### src/rtl/mesh_pkg.sv
// Shared definitions for the mesh terminal injection path: header field layout,
// header type and the edge-terminal destination check.
package mesh_pkg;

    // Field positions as offsets below the packet width (offset 1 is the packet MSB).
    localparam int NXT_JMP_MSB = 1;
    localparam int ROW_MSB     = 9;
    localparam int COL_MSB     = 13;
    localparam int MODE_BIT    = 17;

    typedef struct packed {
        logic [7:0] nxt_jump;
        logic [3:0] row;
        logic [3:0] col;
        logic       mode;
    } hdr_t;

    function automatic logic is_terminal(
        input logic [3:0] row,
        input logic [3:0] col,
        input int         rows,
        input int         cols
    );
        logic [4:0] row_x;
        logic [4:0] col_x;
        logic       row_in;
        logic       col_in;
        logic       row_edge;
        logic       col_edge;
        row_x    = {1'b0, row};
        col_x    = {1'b0, col};
        row_in   = (row_x >= 5'd1) && (row_x <= 5'(rows));
        col_in   = (col_x >= 5'd1) && (col_x <= 5'(cols));
        row_edge = (row_x == 5'd0) || (row_x == 5'(rows + 32'sd1));
        col_edge = (col_x == 5'd0) || (col_x == 5'(cols + 32'sd1));
        return (row_edge && col_in) || (col_edge && row_in);
    endfunction

endpackage

### src/rtl/mesh_src_fifo.sv
// Register-based synchronous FIFO for the injection queue; exposes the head entry,
// occupancy and a look-ahead full flag so the owner can register its ready output.
module mesh_src_fifo #(
    parameter int WIDTH = 32,
    parameter int DEPTH = 4
) (
    input  logic                     clk,
    input  logic                     rst_n,
    input  logic                     push_i,
    input  logic [WIDTH-1:0]         data_i,
    input  logic                     pop_i,
    output logic                     empty_o,
    output logic                     full_nxt_o,
    output logic [$clog2(DEPTH):0]   level_o,
    output logic [WIDTH-1:0]         head_o
);

    localparam int             AW       = $clog2(DEPTH);
    localparam int             CW       = AW + 1;
    localparam logic [AW:0]    FULL_LVL = CW'(DEPTH);
    localparam logic [AW:0]    CNT_ONE  = CW'(1);
    localparam logic [AW:0]    CNT_ZERO = CW'(0);
    localparam logic [AW-1:0]  PTR_ONE  = AW'(1);

    logic [WIDTH-1:0] mem_q [DEPTH];
    logic [AW-1:0]    wr_q, wr_d;
    logic [AW-1:0]    rd_q, rd_d;
    logic [AW:0]      cnt_q, cnt_d;
    logic             push_ok_s;
    logic             pop_ok_s;

    assign push_ok_s = push_i & (cnt_q != FULL_LVL);
    assign pop_ok_s  = pop_i & (cnt_q != CNT_ZERO);

    // Next-state for pointers and occupancy.
    always_comb begin
        wr_d  = wr_q;
        rd_d  = rd_q;
        cnt_d = cnt_q;
        if (push_ok_s) begin
            wr_d = wr_q + PTR_ONE;
        end else begin
            wr_d = wr_q;
        end
        if (pop_ok_s) begin
            rd_d = rd_q + PTR_ONE;
        end else begin
            rd_d = rd_q;
        end
        case ({push_ok_s, pop_ok_s})
            2'b10:   cnt_d = cnt_q + CNT_ONE;
            2'b01:   cnt_d = cnt_q - CNT_ONE;
            default: cnt_d = cnt_q;
        endcase
    end

    // Pointer and occupancy registers.
    always_ff @(posedge clk or negedge rst_n) begin
        if (!rst_n) begin
            wr_q  <= {AW{1'b0}};
            rd_q  <= {AW{1'b0}};
            cnt_q <= CNT_ZERO;
        end else begin
            wr_q  <= wr_d;
            rd_q  <= rd_d;
            cnt_q <= cnt_d;
        end
    end

    // Storage; cleared on reset so a reset drops every queued packet.
    always_ff @(posedge clk or negedge rst_n) begin
        if (!rst_n) begin
            for (int i = 0; i < DEPTH; i++) begin
                mem_q[i] <= {WIDTH{1'b0}};
            end
        end else if (push_ok_s) begin
            mem_q[wr_q] <= data_i;
        end
    end

    assign empty_o    = (cnt_q == CNT_ZERO);
    assign full_nxt_o = (cnt_d == FULL_LVL);
    assign level_o    = cnt_q;
    assign head_o     = empty_o ? {WIDTH{1'b0}} : mem_q[rd_q];

endmodule

### src/rtl/mesh_term_src.sv
// Mesh terminal injection stage: formats and validates client requests, queues them
// and presents them to the router. Optional statistics enabled by MESH_SRC_STATS_EN.
module mesh_term_src
    import mesh_pkg::*;
#(
    parameter int         ROWS       = 4,
    parameter int         COLUMS     = 4,
    parameter int         pckg_sz    = 32,
    parameter int         fifo_depth = 4,
    parameter logic [7:0] bdcst      = 8'hFF,
    parameter int         MY_ROW     = 0,
    parameter int         MY_COL     = 1
) (
    input  logic                          clk,
    input  logic                          reset,
    input  logic                          req_vld,
    output logic                          req_rdy,
    input  logic [3:0]                    req_row,
    input  logic [3:0]                    req_col,
    input  logic                          req_mode,
    input  logic [pckg_sz-18:0]           req_payload,
    output logic                          req_err,
    output logic [pckg_sz-1:0]            data_out_i_in,
    output logic                          pndng_i_in,
    input  logic                          popin,
    output logic                          pop_err,
    output logic [$clog2(fifo_depth):0]   level,
    output logic [15:0]                   sent_cnt,
    output logic [15:0]                   stall_cnt
);

    localparam logic [3:0] MY_ROW_C = 4'(MY_ROW);
    localparam logic [3:0] MY_COL_C = 4'(MY_COL);

    logic               rdy_q;
    logic               req_err_q;
    logic               pop_err_q;
    logic               full_nxt_s;
    logic               empty_s;
    logic               dest_ok_s;
    logic               self_s;
    logic               hs_s;
    logic               push_s;
    logic               pop_s;
    hdr_t               hdr_s;
    logic [pckg_sz-1:0] pkt_s;

    assign hs_s      = req_vld & rdy_q;
    assign dest_ok_s = is_terminal(req_row, req_col, ROWS, COLUMS) | ({req_row, req_col} == bdcst);
    assign self_s    = (req_row == MY_ROW_C) & (req_col == MY_COL_C);
    assign push_s    = hs_s & dest_ok_s & ~self_s;
    assign pop_s     = popin & ~empty_s;

    // Header formatting; nxt_jump always starts at zero at injection.
    always_comb begin
        hdr_s.nxt_jump = 8'h00;
        hdr_s.row      = req_row;
        hdr_s.col      = req_col;
        hdr_s.mode     = req_mode;
        pkt_s          = {pckg_sz{1'b0}};
        pkt_s[pckg_sz-NXT_JMP_MSB -: 8] = hdr_s.nxt_jump;
        pkt_s[pckg_sz-ROW_MSB -: 4]     = hdr_s.row;
        pkt_s[pckg_sz-COL_MSB -: 4]     = hdr_s.col;
        pkt_s[pckg_sz-MODE_BIT]         = hdr_s.mode;
        pkt_s[pckg_sz-MODE_BIT-1:0]     = req_payload;
    end

    mesh_src_fifo #(
        .WIDTH (pckg_sz),
        .DEPTH (fifo_depth)
    ) u_fifo (
        .clk        (clk),
        .rst_n      (reset),
        .push_i     (push_s),
        .data_i     (pkt_s),
        .pop_i      (pop_s),
        .empty_o    (empty_s),
        .full_nxt_o (full_nxt_s),
        .level_o    (level),
        .head_o     (data_out_i_in)
    );

    // Ready follows next occupancy, so a pop while full reopens ready only a cycle later.
    always_ff @(posedge clk or negedge reset) begin
        if (!reset) begin
            rdy_q     <= 1'b0;
            req_err_q <= 1'b0;
            pop_err_q <= 1'b0;
        end else begin
            rdy_q     <= ~full_nxt_s;
            req_err_q <= hs_s & ~(dest_ok_s & ~self_s);
            pop_err_q <= popin & empty_s;
        end
    end

    assign req_rdy    = rdy_q;
    assign req_err    = req_err_q;
    assign pop_err    = pop_err_q;
    assign pndng_i_in = ~empty_s;

`ifdef MESH_SRC_STATS_EN
    logic [15:0] sent_q;
    logic [15:0] stall_q;

    // Saturating delivery and back-pressure counters.
    always_ff @(posedge clk or negedge reset) begin
        if (!reset) begin
            sent_q  <= 16'h0000;
            stall_q <= 16'h0000;
        end else begin
            if (pop_s && (sent_q != 16'hFFFF)) begin
                sent_q <= sent_q + 16'd1;
            end
            if (req_vld && !rdy_q && (stall_q != 16'hFFFF)) begin
                stall_q <= stall_q + 16'd1;
            end
        end
    end

    assign sent_cnt  = sent_q;
    assign stall_cnt = stall_q;
`else
    assign sent_cnt  = 16'h0000;
    assign stall_cnt = 16'h0000;
`endif

endmodule

### config.mk
export PLATFORM = sky130hd
export DESIGN_NAME = mesh_term_src
export DESIGN_NICKNAME = d
export VERILOG_FILES = /design/src/rtl/mesh_pkg.sv /design/src/rtl/mesh_src_fifo.sv /design/src/rtl/mesh_term_src.sv
export SDC_FILE = /design/constraint.sdc
export NUM_CORES = 1
export LEC_CHECK = 0
export CAP_MARGIN = 20
export CORE_ASPECT_RATIO = 0.6
export CORE_UTILIZATION = 41
export CTS_CLUSTER_DIAMETER = 100
export DETAILED_ROUTE_END_ITERATION = 16
export PLACE_DENSITY = 0.73
export SYNTH_ARGS = -nofsm -noshare
export SYNTH_HDL_FRONTEND = slang
export SYNTH_SLANG_ARGS = --single-unit
### constraint.sdc
create_clock -name clk -period 4.9 [get_ports clk]
set_input_delay 0.49 -clock clk [delete_from_list [all_inputs] [get_ports clk]]
set_output_delay 0.49 -clock clk [all_outputs]
set_load 0.01 [all_outputs]
==> results of run 1 <==
[final cells by class]
class	instances	area (um^2)	share of cell area [%]
Sequential cell	106	2654	43.32
Multi-Input combinational cell	230	2330	38.03
Timing Repair Buffer	64	623.1	10.17
Clock buffer	10	229.0	3.738
Tap cell	165	206.4	3.370
Clock inverter	6	57.56	0.9395
Inverter	7	26.28	0.4289
[worst max path at each step]
stage / start / end / slack [ns]
CTS: req_col[0] / req_rdy$_DFF_PN0_ / 1.54
global placement: req_col[0] / req_rdy$_DFF_PN0_ / 1.28
floorplan: req_col[2] / req_rdy$_DFF_PN0_ / 2.08
finish: req_col[0] / req_rdy$_DFF_PN0_ / 1.54
global route: req_col[0] / req_rdy$_DFF_PN0_ / 1.25
detailed placement: req_col[0] / req_rdy$_DFF_PN0_ / 1.19
[power groups by stage]
stage | Clock [uW] | Sequential (uW) | Combinational (uW)
5_1_grt | 764 | 1570 | 1380
3_3_place_gp | 0 | 1490 | 1250
4_1_cts | 727 | 1510 | 1290
2_1_floorplan | 0 | 1350 | 922
3_5_place_dp | 0 | 1520 | 1280
6_report | 707 | 1500 | 1270
[registers in the layout, summed over array words and instances (netlist names)]
| signal | cells |
|---|---|
| u_fifo.rd_q | 2 |
| u_fifo.mem_q | 96 |
| u_fifo.wr_q | 2 |
| req_rdy | 1 |
| u_fifo.level_o | 3 |
| pop_err | 1 |
| req_err | 1 |
[layout by cell type, fill, tap and decap left out, types with 3 or more instances in the layout]
cell type        instances
buf_4                    7
clkdlybuf4s50_1         57
mux2_2                  97
nor2_1                   8
dfrtp_1                105
nor3_1                   3
ha_1                     5
nand4_1                  3
inv_1                    7
xor2_1                   4
and2_1                  25
clkinv_2                 4
nand2_1                  4
nor3b_4                  4
mux4_2                  24
clkbuf_16                9
conb_1                  40
xnor2_1                  5
[worst max-delay path, delay by kind of cell]
family                     cells  cell delay (ns)
AOI/OAI and AO/OA              1             0.57
xor gates and xnor gates       2             0.33
adders and majority gates      2             0.55
buffers and inverters          3             0.76
and+or+nand+nor                5             0.89
[per-layer routing]
metal,routed length (um),up-vias,GRT usage (%)
met5,0,-,0
met4,91,0,4.337
met3,425,8,5.025
met2,4787,67,25.90
met1,4949,1548,24.23
li1,-,1319,-
[metrics by stage]
stage | hold slack (ns) | total power [uW]
after floorplan | 0.1944 | 2276
after global placement | 0.4840 | 2742
after detailed placement | 0.4903 | 2799
after CTS | 0.1473 | 3523
after global routing | 0.1767 | 3710
final | 0.1337 | 3471
[cell families (layout without fill, tap and decap cells)]
family                   Yosys count  count (layout)  share of synthesized area [%]
buffers and inverters             67              87                          9.316
AO/OA/AOI/OAI                      3               3                         0.7076
AND/OR/NAND/NOR                   50              50                          5.896
other                              1              40                        0.07069
flip-flops                       106             106                          50.00
multiplexers                     122             122                          30.97
adder cells (fa/ha/maj)            6               6                          1.557
XOR/XNOR                           9               9                          1.486
==> out/results.ini, run 1 <==
[power_and_ir_drop]
seq_power_share_pct=43.2
clock_power_share_pct=20.4
switchingPower_uw=1033
p_comb_share_pct=36.5
power.internal_uw=2438
p_leak_uw=0.002828
peakVddDrop_mv=0.2179
power_density_mw_per_mm2=566.7
swShare_pct=29.77

[global_routing]
grt_pass1_wl_mm=17.48
grt_pass1_vias=3224
antenna_found_initial=0
grt_max_degree=63
grt_use_total_pct=17.18
overflow=0

[timing]
finalCritPeriodShare_pct=68.65
setup_viol=0
period_needed_ns=3.364
finalMaxSlewViolations=0
rsz0062_at_grt=false
worst_slack_ns=1.536
clock_skew_ns=0.006781
fmax_ghz=0.2973
worst_pin_slew_ns=1.067
relSlewSlack_pct=28.84
finalHoldViolCount=0
fin_setup_tns_ns=0

[worst_setup_path]
required_ns=5.13
timing_worst_setup_path_type=input port to flip-flop
cp.arrival_ns=3.59
r2r_cells=9
crit_fanout=9
rr_startpoint=u_fifo.level_o[2]$_DFF_PN0_
worst_setup_path_start_kind=input port
slowest_delay_ns=0.60
worstPathCellList=clkdlybuf4s50_1 -> nor3_1 -> and4bb_2 -> a311oi_4 -> nor2_1 -> inv_1 -> ha_1 -> inv_1 -> fa_1 -> xor2_1 -> nor2_1 -> xor2_1 -> nand2_1
worst_setup_path_end_kind=flip-flop
regToRegSetupSlack_ns=2.11
r2r-end=req_rdy$_DFF_PN0_
slowest_stage=clkdlybuf4s50_1

[run]
maxCapViolations=0

[routing]
ant_nets=0
wirelength_mm=10.25
post-route-drc-count=0
num_vias=2942
initialDrtViolationCount=182
wl_per_cell_um=17.44
dr.pass1.iters=4
routed_via_density=5.003

[synth]
synth-main-ff-cell=dfrtp_1
synth.most_common_cell=dfrtp_1
yosys-top-cells-area=dfrtp_1 (50%), mux2_2 (21%), mux4_2 (10%), buf_4 (5.7%), and2_1 (2.9%)
synth_edf_count=0
synth_area_mm2=0.005305
synth_cell_types=27
yosys_register_bits=106
synth-async-reset-ratio_pct=100.0
synth_warnings=0
yosysSeqAreaShare_pct=50.00
synthTopCellsByCount=dfrtp_1 (106), mux2_2 (97), buf_4 (40)
postSynthAreaPerCell_um2=14.57
synthCells=364
synth_top_area_cell=dfrtp_1
synth.top_cell.area_share_pct=50.00

[floorplan]
rows=31
fp.dieW_um=148.9
die_h_um=90.11
pin_count=99
start_util_pct=43.01
die-area_mm2=0.01341
fp.coreArea_mm2=0.01233

[clock_tree]
cts_sinks=106
cts_tree=done
clock_path_buffers=2
postCtsHoldBufs=0
clock_latency_ns=0.34
htreeDepth=3
numCtsBuffers=9
cts.reportedPaths.clkPinSlew_ns=0.07
post-cts-setup-buffers=0
ctsResizeCount=0
cts-root-buf=clkbuf_16

[placed_design]
gp_congestion=0.7302
placedCellCount=572
dpl_cell_area_mm2=0.005839
dp_slack_ns=1.186
place_hpwl_mm=6.789
port_buffers=58

[final_layout]
post-route-util_pct=49.67
fillers=1034
antenna_cells=0
area_growth_pct=15.47
drive_gt1_share_pct=35.70
design_area_mm2=0.006126
fin_cells=588
fin_nets=452

[status]
outcome=completed

[worst_hold_path]
hold_class=input port to asynchronous set/reset pin

Note: power is estimated with default switching activity, not from simulation.
==> inputs of run 2 (changes only) <==
clock period = 3.5 ns   (was 4.9 ns; I/O delays follow)
==> run 2 against run 1 <==
  * Sequential share of layout area is 0.82 points lower
  * Wire length up 2.0%
  * Total power increased by 42%
  * Largest power group unchanged
  * Global-route usage is 0.22 points lower
  * Clock power is 44% higher
  * Clock skew up 0.0022 ns
  * Register-to-register slack worse by 0.86 ns
  * Final cell count up 1.7%
  * Combinational power is 50% higher
  * Design area up 1.9%
==> out/results.ini, run 2 (synthesis gave the netlist of run 1 again) <==
[global_routing]
overflow=0  ; unchanged
grt_max_degree=90  ; was 63
grt_pass1_wl_mm=17.23  ; was 17.48 mm
grt_use_total_pct=16.96  ; was 17.18%
grt_pass1_vias=3193  ; was 3,224
antenna_found_initial=0  ; unchanged

[worst_setup_path]
crit_family=buffers and inverters  ; was simple AND/OR/NAND/NOR gates
regToRegSetupSlack_ns=1.25  ; was 2.11 ns
slowest_delay_ns=0.68  ; was 0.60 ns
required_ns=3.73  ; was 5.13 ns
r2r_cells=11  ; was 9
worstPathCellList=clkdlybuf4s50_1 -> o21ai_0 -> and4bb_2 -> a311oi_4 -> nor2_1 -> inv_1 -> ha_1 -> inv_1 -> fa_1 -> xor2_1 -> nor2_1 -> xor2_1 -> nand2_1  ; was clkdlybuf4s50_1 -> nor3_1 -> and4bb_2 -> a311oi_4 -> nor2_1 -> inv_1 -> ha_1 -> inv_1 -> fa_1 -> xor2_1 -> nor2_1 -> xor2_1 -> nand2_1
worst_setup_path_end_kind=flip-flop  ; unchanged
critPathBufInv=3  ; unchanged
cp.arrival_ns=3.07  ; was 3.59 ns
crit_end=req_rdy$_DFF_PN0_  ; unchanged
worst_setup_path_start_kind=input port  ; unchanged
crit_start=req_col[0]  ; unchanged
slowest_stage=clkdlybuf4s50_1  ; unchanged
timing_worst_setup_path_type=input port to flip-flop  ; unchanged
rr_startpoint=u_fifo.level_o[0]$_DFF_PN0_  ; was u_fifo.level_o[2]$_DFF_PN0_
crit_fanout=9  ; unchanged
cp.depth=13  ; unchanged
r2r-end=req_rdy$_DFF_PN0_  ; unchanged

[final_layout]
drive_gt1_share_pct=37.18  ; was 35.70%
regMostFlops=u_fifo.mem_q  ; unchanged
largest_reg_flops=96  ; unchanged
mostFrequentLayoutCell=dfrtp_1  ; unchanged
antenna_cells=0  ; unchanged
area_growth_pct=17.69  ; was 15.47%
layout_common_cells=dfrtp_1 (105), mux2_2 (97), clkdlybuf4s50_1 (57), conb_1 (40), and2_1 (25)  ; unchanged
fin_nets=462  ; was 452

[floorplan]
fp.coreArea_mm2=0.01233  ; unchanged
rows=31  ; unchanged
die-area_mm2=0.01341  ; unchanged
die_h_um=90.11  ; unchanged
start_util_pct=43.01  ; unchanged
pin_count=99  ; unchanged
fp.dieW_um=148.9  ; unchanged

[timing]
setup_viol=0  ; unchanged
relSlewSlack_pct=45.58  ; was 28.84%
fmax_ghz=0.3519
worst_pin_slew_ns=0.8162  ; was 1.067 ns
finalMaxSlewViolations=0  ; unchanged
finalCritPeriodShare_pct=81.19
worst_slack_ns=0.6584  ; was 1.536 ns
clock_skew_ns=0.008983  ; was 0.006781 ns
finalHoldViolCount=0  ; unchanged
fin_setup_tns_ns=0  ; unchanged
period_needed_ns=2.842
rsz0062_at_grt=false  ; unchanged

[clock_tree]
cts.reportedPaths.clkPinSlew_ns=0.07  ; about the same
numCtsBuffers=9  ; unchanged
cts_tree=done  ; unchanged
cts-root-buf=clkbuf_16  ; unchanged
clock_path_buffers=2  ; unchanged
clock_latency_ns=0.35  ; was 0.34 ns
ctsResizeCount=0  ; unchanged
htreeDepth=3  ; unchanged
cts_sinks=106  ; unchanged

[run]
maxCapViolations=0  ; unchanged

[routing]
routed_via_density=4.933  ; was 5.003
post-route-drc-count=0  ; unchanged
ant_nets=0  ; unchanged
dr.pass1.iters=4  ; unchanged
wirelength_mm=10.46  ; was 10.25 mm
num_vias=2950  ; was 2,942
wl_per_cell_um=17.49  ; was 17.44 um
initialDrtViolationCount=135  ; was 182

[power_and_ir_drop]
p_leak_uw=0.002887  ; was 0.002828 uW
peakVddDrop_mv=0.2849  ; was 0.2179 mV
power_density_mw_per_mm2=790.0  ; was 566.7 mW/mm^2

[worst_hold_path]
hold_class=input port to asynchronous set/reset pin  ; unchanged

[status]
outcome=completed  ; unchanged

[placed_design]
dp_slack_ns=0.3223  ; was 1.186 ns
gp_congestion=0.7465  ; was 0.7302
port_buffers=58  ; unchanged
place_hpwl_mm=7.216  ; was 6.789 mm

run 2: cell types whose count changed in the layout (fill, tap and decap cells not counted):
cell / previous run / this run
clkbuf_1: 1 / 0
inv_6: 0 / 2
dlygate4sd3_1: 0 / 1
buf_12: 0 / 2
clkinv_4: 0 / 1
clkinvlp_4: 1 / 2
buf_4: 7 / 14
clkinv_2: 4 / 1
run 2: stage by stage:
stage / hold slack (ns) / cell area (um^2) / cells / power [uW] / utilization [%]
floorplan: 0.05441 / 5451 / 403 / 3187 / -
global placement: 0.2354 / 5932 / 581 / 3897 / 48.09
global route: 0.4026 / 6243 / 598 / 5262 / 50.62
finish: 0.4038 / 6243 / 598 / 4933 / 50.62
CTS: 0.3975 / 6243 / 598 / 5000 / 50.62
detailed placement: 0.2363 / 5932 / 581 / 3970 / 48.09
run 2: power by group:
part / switching (uW) / leakage, uW / internal, uW
sequential: 309 / 0.00140 / 1710
combinational: 704 / 0.00134 / 1200
clock: 458 / 0.000142 / 559
run 2: repair_timing:
action / in CTS / in global routing
buffers inserted: 0 / 0
hold endpoints to repair: 17 / 0
hold buffers: 1 / 0
run 2: layout make-up:
type,instances,area (um^2)
multi-input combinational,230,2330
inverter,7,26.28
clock buffer,9,225.2
clock inverter,7,76.32
sequential,106,2654
timing repair buffer,74,725.7
tap,165,206.4
fill,1064,6091
run 2: worst min path at each step:
| stage | to | slack (ns) |
|---|---|---|
| floorplan | pop_err$_DFF_PN0_ | 0.05 |
| global placement | u_fifo.mem_q[74]$_DFFE_PN0P_ | 0.24 |
| detailed placement | u_fifo.mem_q[42]$_DFFE_PN0P_ | 0.24 |
| CTS | u_fifo.mem_q[47]$_DFFE_PN0P_ | 0.40 |
| global route | u_fifo.mem_q[47]$_DFFE_PN0P_ | 0.40 |
| finish | u_fifo.mem_q[47]$_DFFE_PN0P_ | 0.40 |
run 2: metal layers:
layer,share of wire (%),track usage [%],up-vias
li1,-,-,1327
met1,49,23.93,1546
met2,45,25.16,70
met3,5.2,6.041,7
met4,0.67,3.316,0
met5,0,0,-
